**src/rtl/stopwatch_lap.sv**
```systemverilog
// Decimal stopwatch with a prescaled tick, up/down counting and parallel binary/BCD counts.
// Define STOPWATCH_LAP_CAPTURE_EN to build the edge-triggered lap capture registers.
module stopwatch_lap #(
  parameter int unsigned CLK_HZ  = 50000000,
  parameter int unsigned TICK_HZ = 10,
  parameter int unsigned DIGITS  = 4
) (
  input  logic                  clk,
  input  logic                  rst,
  input  logic [2:0]            tag,
  input  logic                  dir,
  output logic [31:0]           count,
  output logic [4*DIGITS-1:0]   bcd,
  output logic [31:0]           lap,
  output logic                  lap_valid,
  output logic                  tick,
  output logic                  wrap,
  output logic                  running
);

  function automatic int unsigned pow10(input int unsigned n);
    int unsigned p;
    p = 1;
    for (int unsigned k = 0; k < n; k++) p = p * 10;
    return p;
  endfunction

  localparam logic [31:0] DIV = 32'(CLK_HZ / TICK_HZ);
  localparam logic [31:0] MAX = 32'(pow10(DIGITS) - 1);

  localparam logic [2:0] CMD_RUN   = 3'd1;
  localparam logic [2:0] CMD_CLEAR = 3'd2;
  localparam logic [2:0] CMD_LAP   = 3'd3;

  logic [31:0]          presc_q, presc_d;
  logic [31:0]          count_q, count_d;
  logic [4*DIGITS-1:0]  bcd_q, bcd_d;
  logic                 tick_q, tick_d;
  logic                 wrap_q, wrap_d;
  logic                 running_q;
  logic                 run_cmd;

  assign run_cmd = (tag == CMD_RUN) || (tag == CMD_LAP);

  // NOTE: every variable gets a default before any branch so no path leaves it unassigned (no latch).
  always_comb begin
    logic carry;
    presc_d = presc_q;
    count_d = count_q;
    bcd_d   = bcd_q;
    tick_d  = 1'b0;
    wrap_d  = 1'b0;
    carry   = 1'b1;
    if (tag == CMD_CLEAR) begin
      presc_d = '0;
      count_d = '0;
      bcd_d   = '0;
    end else if (run_cmd) begin
      if (presc_q == DIV - 32'd1) begin
        presc_d = '0;
        tick_d  = 1'b1;
        if (!dir) begin
          wrap_d  = (count_q == MAX);
          count_d = wrap_d ? '0 : count_q + 32'd1;
        end else begin
          wrap_d  = (count_q == '0);
          count_d = wrap_d ? MAX : count_q - 32'd1;
        end
        // Digit ripple: all-nines rolls to all-zeros and vice versa, so wrap needs no special case.
        for (int i = 0; i < DIGITS; i++) begin
          if (carry) begin
            if (!dir) begin
              if (bcd_q[4*i +: 4] == 4'd9) bcd_d[4*i +: 4] = 4'd0;
              else begin
                bcd_d[4*i +: 4] = bcd_q[4*i +: 4] + 4'd1;
                carry = 1'b0;
              end
            end else begin
              if (bcd_q[4*i +: 4] == 4'd0) bcd_d[4*i +: 4] = 4'd9;
              else begin
                bcd_d[4*i +: 4] = bcd_q[4*i +: 4] - 4'd1;
                carry = 1'b0;
              end
            end
          end
        end
      end else begin
        presc_d = presc_q + 32'd1;
      end
    end
  end

  // NOTE: registered state uses non-blocking assignments so all flops update together on the edge.
  always_ff @(posedge clk or posedge rst) begin
    if (rst) begin
      presc_q   <= '0;
      count_q   <= '0;
      bcd_q     <= '0;
      tick_q    <= 1'b0;
      wrap_q    <= 1'b0;
      running_q <= 1'b0;
    end else begin
      presc_q   <= presc_d;
      count_q   <= count_d;
      bcd_q     <= bcd_d;
      tick_q    <= tick_d;
      wrap_q    <= wrap_d;
      running_q <= run_cmd;
    end
  end

`ifdef STOPWATCH_LAP_CAPTURE_EN
  logic [31:0] lap_q;
  logic        lap_valid_q;
  logic        prev_lap_q;

  // Capture the pre-update count only on entry into the lap code.
  always_ff @(posedge clk or posedge rst) begin
    if (rst) begin
      lap_q       <= '0;
      lap_valid_q <= 1'b0;
      prev_lap_q  <= 1'b0;
    end else begin
      prev_lap_q <= (tag == CMD_LAP);
      if (tag == CMD_CLEAR) begin
        lap_valid_q <= 1'b0;
      end else if ((tag == CMD_LAP) && !prev_lap_q) begin
        lap_q       <= count_q;
        lap_valid_q <= 1'b1;
      end
    end
  end

  assign lap       = lap_q;
  assign lap_valid = lap_valid_q;
`else
  assign lap       = '0;
  assign lap_valid = 1'b0;
`endif

  assign count   = count_q;
  assign bcd     = bcd_q;
  assign tick    = tick_q;
  assign wrap    = wrap_q;
  assign running = running_q;

endmodule

```
**config.mk**
```make
export PLATFORM = sky130hd
export DESIGN_NAME = stopwatch_lap
export DESIGN_NICKNAME = d
export VERILOG_FILES = /design/src/rtl/stopwatch_lap.sv
export SDC_FILE = /design/constraint.sdc
export NUM_CORES = 1
export LEC_CHECK = 0
export CAP_MARGIN = 10
export CORE_UTILIZATION = 54
export CTS_CLUSTER_SIZE = 20
export DETAILED_ROUTE_END_ITERATION = 16
export PLACE_DENSITY_LB_ADDON = 0.15
export SETUP_SLACK_MARGIN = 0.5
export SYNTH_ARGS = -nofsm -noshare
export SYNTH_HDL_FRONTEND = slang
export SYNTH_SLANG_ARGS = --single-unit
```
**constraint.sdc**
```tcl
create_clock -name clk -period 8.3 [get_ports clk]
set_input_delay 2.075 -clock clk [delete_from_list [all_inputs] [get_ports clk]]
set_output_delay 2.075 -clock clk [all_outputs]
set_load 0.005 [all_outputs]
```
; ---- Word level (Yosys, flattened, before mapping)
; Index checks and enable logic that the tools add are counted.
[totals]
ff_bits = 83
word_cells = 98
output_inout_bits = 84
in_bits = 6
[classes]
add_sub_neg = 11
mux = 54
n_reduce_logical = 15
n_eq_ne = 9
[op_table]
columns = cell, count
row1 = $mux 32, 9
row2 = $add 32x1->32 const B, 2
row3 = $mux 4, 15
row4 = $mux 16, 3
row5 = $eq 32x14->1 const B, 1
row6 = $eq 32x23->1 const B, 1
row7 = $logic_not 32->1, 1
row8 = $sub 32x1->32 const B, 1
row9 = $mux 1, 27
row10 = $add 4x1->4 const B, 4
row11 = $eq 4x4->1 const B, 4
row12 = $logic_not 4->1, 4
row13 = $sub 4x1->4 const B, 4
row14 = $reduce_bool 2->1, 5
row15 = $reduce_and 3->1, 3
row16 = $eq 3x2->1 const B, 2
row17 = $eq 3x1->1 const B, 1
row18 = $reduce_and 2->1, 1
row19 = $logic_or 1x1->1, 1

; ---- Depth between registers and ports, before layout
; Gate-level depths: netlist (run 1).
[logic_depth]
depth_word = 18
mapped_depth = 10
mapped_depth_nobuf = 8

; ---- Worst setup path after synthesis (run 1)
; OpenSTA, ideal clock, no wires.
[synth_timing]
path_type = input to register
start = input tag[2]
end = register count_q[4] (netlist: count[4])
t_required_ns = 8.205
setup_time_ns = 0.095
n_path_buf = 3
path_slack_ns = 4.599
arrival_time_ns = 3.606
stages = 8
cell_sequence = inv_1 > and3_1 > clkbuf_1 > o21ai_0 > clkbuf_1 > clkbuf_1 > o21ai_0 > o31ai_1
[synth_between]
elab_chain_cells = 4
elab_cells_between_ends = 8
classes_between = eq/ne (3) / mux (1) / reduce/logical (4)
[synth_lines]
columns = element, line_no
row1 = start: declaration, 10  ; input logic [2:0] tag,
row2 = $eq 3x1->1 or $eq 3x2->1 (tied branches), 43  ; assign run_cmd = (tag == CMD_RUN) || (tag == CMD_LAP);
row3 = $logic_or 1x1->1, 43
row4 = $reduce_bool 2->1 (no source line), n/a
row5 = $reduce_and 2->1 (no source line), n/a
row6 = end signal: assignment, 104  ; count_q <= count_d;
row7 = end: declaration, 36  ; logic [31:0] count_q, count_d;
; Parallel ways exist; a longest one is shown, timed or not.
; A chain may end at the register's enable or synchronous reset.

; ---- Worst setup path after layout (run 1)
[layout_timing]
start = input tag[2]
end = register count_q[18] (netlist: count[18])
; The elaborated chain is that of the path after synthesis.

==> results of run 1 <==
area by class of cell:
cell class                      instances  area share
Multi-Input combinational cell        597       0.531
Sequential cell                        83       0.296
Timing Repair Buffer                   63      0.0867
Clock buffer                           11      0.0332
Tap cell                              140      0.0250
Inverter                               31      0.0168
Clock inverter                          4      0.0109
report_power, final:
group	switching, mW	total (mW)	internal, mW
clock network	0.171	0.434	0.263
registers	0.0536	0.487	0.434
logic	0.192	0.339	0.147
cells in the final DEF, fill, tap and decap left out, types with 7 or more instances in the layout:
cell type | Yosys | routed
conb_1 | 1 | 33
or4_1 | 8 | 8
xor2_1 | 22 | 22
xnor2_1 | 16 | 16
and3_1 | 21 | 21
a31oi_1 | 19 | 19
a21o_1 | 7 | 7
nor4b_1 | 9 | 9
ha_1 | 16 | 16
o31ai_1 | 8 | 8
inv_1 | 31 | 30
and4_1 | 7 | 7
nand2_1 | 59 | 59
nand3_1 | 30 | 30
o22ai_1 | 9 | 9
clkbuf_16 | 0 | 9
clkdlybuf4s50_1 | 0 | 55
nor3_1 | 31 | 31
o21ai_0 | 43 | 42
a21oi_1 | 32 | 31
nor4_1 | 19 | 19
nand4_1 | 23 | 23
nor2_1 | 64 | 64
buf_4 | 33 | 7
and2_1 | 7 | 7
dfrtp_1 | 83 | 83
synthesized netlist by cell type, drive strengths merged (4+ instances only):
library cell,instances,area [um2]
a211oi,6,45.0
a21o,7,52.6
a21oi,32,160
a221oi,7,80.1
a22o,5,43.8
a311oi,4,35.0
a31oi,19,119
and2,7,43.8
and3,21,131
and4,7,61.3
buf,47,339
clkbuf,34,129
dfrtp,83,2080
ha,16,200
inv,31,116
mux2i,6,60.1
nand2,59,221
nand3,31,160
nand3b,6,45.0
nand4,23,144
nor2,64,240
nor3,31,155
nor4,21,144
nor4b,9,78.8
o211ai,6,45.0
o21a,6,45.0
o21ai,44,220
o22ai,9,56.3
o31a,4,36.3
o31ai,8,60.1
or2b,6,45.0
or3,4,31.3
or4,9,71.3
xnor2,16,140
xor2,22,193
critical path: cells and delay by family:
kind                   cells  cell delay (ns)
AND/OR/NAND/NOR            3             1.22
AO/OA/AOI/OAI              2             0.85
buffers and inverters      3             1.12
cells by family (layout without fill, tap and decap cells):
group | count (synthesis) | after routing | share of synthesized area
buf+inv | 112 | 109 | 0.0933
compound gates | 185 | 185 | 0.201
fa+ha+maj | 16 | 16 | 0.0320
simple gates | 317 | 317 | 0.275
other cells | 1 | 33 | 0.000599
mux | 8 | 8 | 0.0132
xor+xnor | 38 | 38 | 0.0531
flops | 83 | 83 | 0.332
per-stage QoR:
step	cell area, um2	setup slack, ns
finish	7010	3.28
global route	7010	3.04
CTS	7010	3.26
detailed placement	6700	2.90
global placement	6700	3.10
floorplan	6380	4.09
routing by layer:
metal / up-vias / global-route usage / part of all wire
li1: 2784 / - / -
met1: 2842 / 0.398 / 0.46
met2: 266 / 0.425 / 0.45
met3: 28 / 0.0439 / 0.073
met4: 0 / 0.111 / 0.017
met5: - / 0 / 0
worst paths after layout:
check                           depth (start not counted)        start    endpoint
worst max-delay path                                    8       tag[2]   count[18]
worst min-delay path                                    2   presc_q[1]  presc_q[1]
worst max register to register                          7  presc_q[23]   count[18]
worst min register to register                          2   presc_q[1]  presc_q[1]
max in group asynchronous                               3          rst     bcd[13]
min in group asynchronous                               2          rst   count[18]
registers in the layout, summed over array words and instances, names as in the netlist:
signal / flops
running: 1
bcd: 16
presc_q: 32
count: 32
wrap: 1
tick: 1
==> impl_metrics.py, run 1 <==
metrics = {
    "die": {
        "initial_core_util": 0.565,
        "die_h_um": 110,
        "core_area_mm2": 0.0111,
        "die_width_um": 110,
        "io_pins": 90,
        "die_area_mm2": 0.0120,
        "floorplan.rows": 38,
    },
    "place": {
        "io_buffers": 56,
        "dp.cells": 914,
        "place.gp.congestion": 0.936,
        "dpl.hpwl_mm": 10.9,
    },
    "global_route": {
        "grt_pass1_vias": 5343,
        "grt_antenna_before_repair": 0,
        "grt_pass1_wl_mm": 26.2,
        "grt_util_all_layers": 0.280,
        "grt_max_degree": 68,
        "grt_overflow_total": 0,
    },
    "cts": {
        "post_cts_buffers": 0,
        "ctsHoldBuffers": 0,
        "htree_levels": 3,
        "clockBufferDepth": 2,
        "cts_sinks": 83,
        "cts_buffers": 9,
        "cts-root-buf": "clkbuf_16",
        "cts_resized": 0,
        "clk_pin_slew_ns": 0.07,
        "clock_latency_ns": 0.35,
        "cts_tree": "yes",
    },
    "finish": {
        "diodes": 0,
        "nets": 807,
        "finish.utilization": 0.633,
        "final_cells": 929,
        "drive_above_1_share": 0.0570,
        "area.growth.synth_to_final_pct": 12.0,
        "seqCellArea_mm2": 0.00208,
        "fillers": 999,
        "multi_input_area_mm2": 0.00372,
    },
    "logic_synthesis": {
        "synthDistinctLibCells": 78,
        "synthCells": 760,
        "async_reset_ff_frac": 1.00,
        "synth_edf_count": 0,
        "syn-cell-area_mm2": 0.00626,
        "yosys_warnings": 0,
        "synth_seq_area_share": 0.332,
        "ys_ff_latch": 83,
        "postSynthAreaPerCell_um2": 8.24,
        "ys.flop_type": "dfrtp_1",
    },
    "setup_path": {
        "critPathSlowestCell": "or4_1",
        "arrival_ns": 5.28,
        "crit_path_end_kind": "flip-flop",
        "path_cells": "clkdlybuf4s50_1 -> inv_1 -> nand2_1 -> or4_1 -> inv_1 -> o211a_1 -> or2b_1 -> a31oi_1",
        "timing.critical_path.mode_cell": "inv_1",
        "critical_path_class": "input port to flip-flop",
        "cpPeakStageDelay_ns": 0.79,
        "cp_max_fo": 20,
        "start_kind": "input port",
        "cp.required_ns": 8.56,
        "rrSetupSlack_ns": 4.57,
    },
    "route": {
        "via_count": 5920,
        "drtPass1Iterations": 5,
        "route.detailed.drc": 0,
        "first_iter_violations": 528,
        "ant_nets": 0,
        "wl_per_cell_um": 17.3,
        "drt_wl_total_mm": 16.1,
        "drt-vias-per-instance": 6.37,
    },
    "timing": {
        "finalCriticalPeriod_ns": 5.02,
        "worst_hold_slack_ns": 0.495,
        "fin_crit_sh": 0.605,
        "maxSlewViolCount": 0,
        "setup_viol": 0,
        "fin_setup_tns_ns": 0,
        "finalHoldViolations": 0,
        "fmax_mhz": 199,
        "grt_setup_unrepaired": "no",
        "skew_ns": 0.0108,
        "slew_headroom": 0.264,
        "worst_pin_slew_ns": 1.10,
    },
    "status": {
        "status": "finished, final reports clean",
    },
    "power": {
        "total_power_mw": 1.26,
        "vdd_drop_max_v": 0.000112,
        "leakage_nw": 2.94,
        "p_per_area_mw_per_mm2": 180,
    },
    "worst_hold_path": {
        "hold_path_class": "flip-flop to flip-flop",
    },
    "run": {
        "cap_violations": 0,
    },
}
Power figures use the tool's default switching activity.
==> run 2, diff against run 1 <==
--- a/config.mk
+++ b/config.mk
@@ -6,7 +6,7 @@
 export NUM_CORES = 1
 export LEC_CHECK = 0
 export CAP_MARGIN = 10
-export CORE_UTILIZATION = 54
+export CORE_UTILIZATION = 50
 export CTS_CLUSTER_SIZE = 20
 export DETAILED_ROUTE_END_ITERATION = 16
 export PLACE_DENSITY_LB_ADDON = 0.15
==> constraint.sdc (replaced) <==
create_clock -name clk -period 4.2 [get_ports clk]
set_input_delay 1.05 -clock clk [delete_from_list [all_inputs] [get_ports clk]]
set_output_delay 1.05 -clock clk [all_outputs]
set_load 0.005 [all_outputs]
==> run 2 against run 1 <==
Effect of this change:
- critical path depth up 1
- sequential share of layout area down 0.31 points
- hold slack about the same
- via count up 1.1%
- combinational power up 98%
- largest power group unchanged
- clock power up 94%
- first-iteration DRC count up 16%
- non-clock buffer count up 5
- highest routed layer unchanged
==> impl_metrics.py, run 2 (same netlist as run 1, synthesis figures left out) <==
metrics = {
    "cts": {
        "clock_latency_ns": 0.35,
        "cts_buffers": 9,
        "post_cts_buffers": 0,
        "cts_tree": "yes",
        "clockBufferDepth": 2,
        "ctsHoldBuffers": 0,
        "cts_resized": 0,
        "htree_levels": 3,
        "cts-root-buf": "clkbuf_16",
        "clk_pin_slew_ns": 0.06,
        "cts_sinks": 83,
    },
    "die": {
        "initial_core_util": 0.517,
        "die_h_um": 114,
        "die_area_mm2": 0.0130,
        "io_pins": 90,
        "die_width_um": 114,
        "core_area_mm2": 0.0121,
        "floorplan.rows": 40,
    },
    "setup_path": {
        "arrival_ns": 3.62,
        "critical_path_class": "input port to flip-flop",
        "rrSetupSlack_ns": 0.97,
        "r2r-end": "count[28]",
        "start_kind": "input port",
        "r2r_start": "count[16]",
        "r2r_cells": 7,
        "cp_max_fo": 19,
        "critPathLaunch": "tag[2]",
        "cp.required_ns": 4.47,
        "crit_path_end_kind": "flip-flop",
    },
    "place": {
        "io_buffers": 56,
        "place.gp.congestion": 0.890,
        "dpl.hpwl_mm": 11.4,
        "postPlaceCellArea_mm2": 0.00679,
    },
    "global_route": {
        "grt_max_degree": 47,
        "grt_antenna_before_repair": 0,
        "grt_pass1_vias": 5532,
        "grt_util_all_layers": 0.267,
        "grt_pass1_wl_mm": 27.6,
        "grt_overflow_total": 0,
    },
    "power": {
        "p_switching_uw": 816,
        "p_comb_frac": 0.270,
        "power.sequential.fraction": 0.391,
        "p_int_mw": 1.66,
        "p_per_area_mw_per_mm2": 350,
        "clock_power_share": 0.339,
        "leakage_nw": 2.97,
        "switching_share": 0.329,
        "vdd_drop_max_v": 0.000158,
    },
    "finish": {
        "final_common_cell": "dfrtp_1",
        "area.growth.synth_to_final_pct": 13.1,
        "fillers": 1137,
        "final_cell_area_mm2": 0.00709,
        "nets": 812,
        "final_cell_mix": "dfrtp_1, nor2_1, nand2_1",
        "finish.utilization": 0.585,
        "drive_above_1_share": 0.0618,
        "diodes": 0,
    },
    "timing": {
        "worst_pin_slew_ns": 0.924,
        "fmax_mhz": 299,
        "grt_setup_unrepaired": "no",
        "maxSlewViolCount": 0,
        "finalCriticalPeriod_ns": 3.34,
        "setup_viol": 0,
        "skew_ns": 0.00670,
        "slew_headroom": 0.378,
        "fin_setup_tns_ns": 0,
        "fin_crit_sh": 0.796,
        "worst_hold_slack_ns": 0.495,
        "finalHoldViolations": 0,
    },
    "route": {
        "drt-vias-per-instance": 6.23,
        "route.detailed.drc": 0,
        "first_iter_violations": 615,
        "wl_per_cell_um": 17.3,
        "via_count": 5986,
        "drt_wl_total_mm": 16.6,
        "ant_nets": 0,
        "drtPass1Iterations": 4,
    },
    "worst_hold_path": {
        "hp-start": "presc_q[1]",
        "hold_path_depth": 2,
        "hold_path_class": "flip-flop to flip-flop",
        "hold_end": "presc_q[1]",
    },
    "run": {
        "cap_violations": 0,
    },
    "status": {
        "status": "finished, final reports clean",
    },
}
-- run 2: cell types whose count changed in the layout (fill, tap and decap cells not counted) --
cell / delta
buf_12: +1
buf_4: +4
clkinv_2: +1
clkinvlp_4: -1
clkinv_4: -1
-- run 2: stage by stage --
step | worst slack [ns] | instances | power [mW]
final | 0.858 | 961 | 2.48
after global routing | 0.726 | 961 | 2.61
after detailed placement | 0.525 | 947 | 1.64
after global placement | 0.618 | 947 | 1.62
after CTS | 0.886 | 961 | 2.48
after floorplan | 1.01 | 792 | 1.44
-- run 2: final cells by class --
type | count | area, um2 | area share
Timing Repair Buffer | 68 | 658 | 0.0929
Clock buffer | 11 | 233 | 0.0328
Inverter | 31 | 118 | 0.0166
Multi-Input combinational cell | 597 | 3720 | 0.526
Clock inverter | 3 | 65.1 | 0.00918
Sequential cell | 83 | 2080 | 0.293
Tap cell | 168 | 210 | 0.0297
-- run 2: how the worst max path moves through the flow --
stage | slack (ns) | to | cells past startpoint
after CTS | 0.89 | count[18] | 9
after global placement | 0.62 | count[23] | 9
after global routing | 0.73 | count[19] | 9
after floorplan | 1.01 | bcd[0] | 1
after detailed placement | 0.52 | count[23] | 9
final | 0.86 | count[18] | 9
-- run 2: routing by layer --
metal  routed length [um]  global-route usage
met5                    0                   0
met2                 7980               0.433
met3                  977              0.0356
met1                 7290               0.353
met4                  374               0.131
-- run 2: power groups by stage --
stage	logic, mW	registers, mW	clock network, mW
6_report	0.670	0.969	0.840
5_1_grt	0.746	0.979	0.880
3_5_place_dp	0.659	0.977	0
3_3_place_gp	0.643	0.976	0
2_1_floorplan	0.505	0.939	0
4_1_cts	0.664	0.964	0.852
-- run 2: critical path, stage by stage --
cell and delay (ns):
clkdlybuf4s50_1 0.47, inv_1 0.12, nand2_1 0.15, or4_1 0.48
buf_4 0.24, nor2_1 0.56, buf_4 0.28, a221oi_2 0.07
a31oi_1 0.17
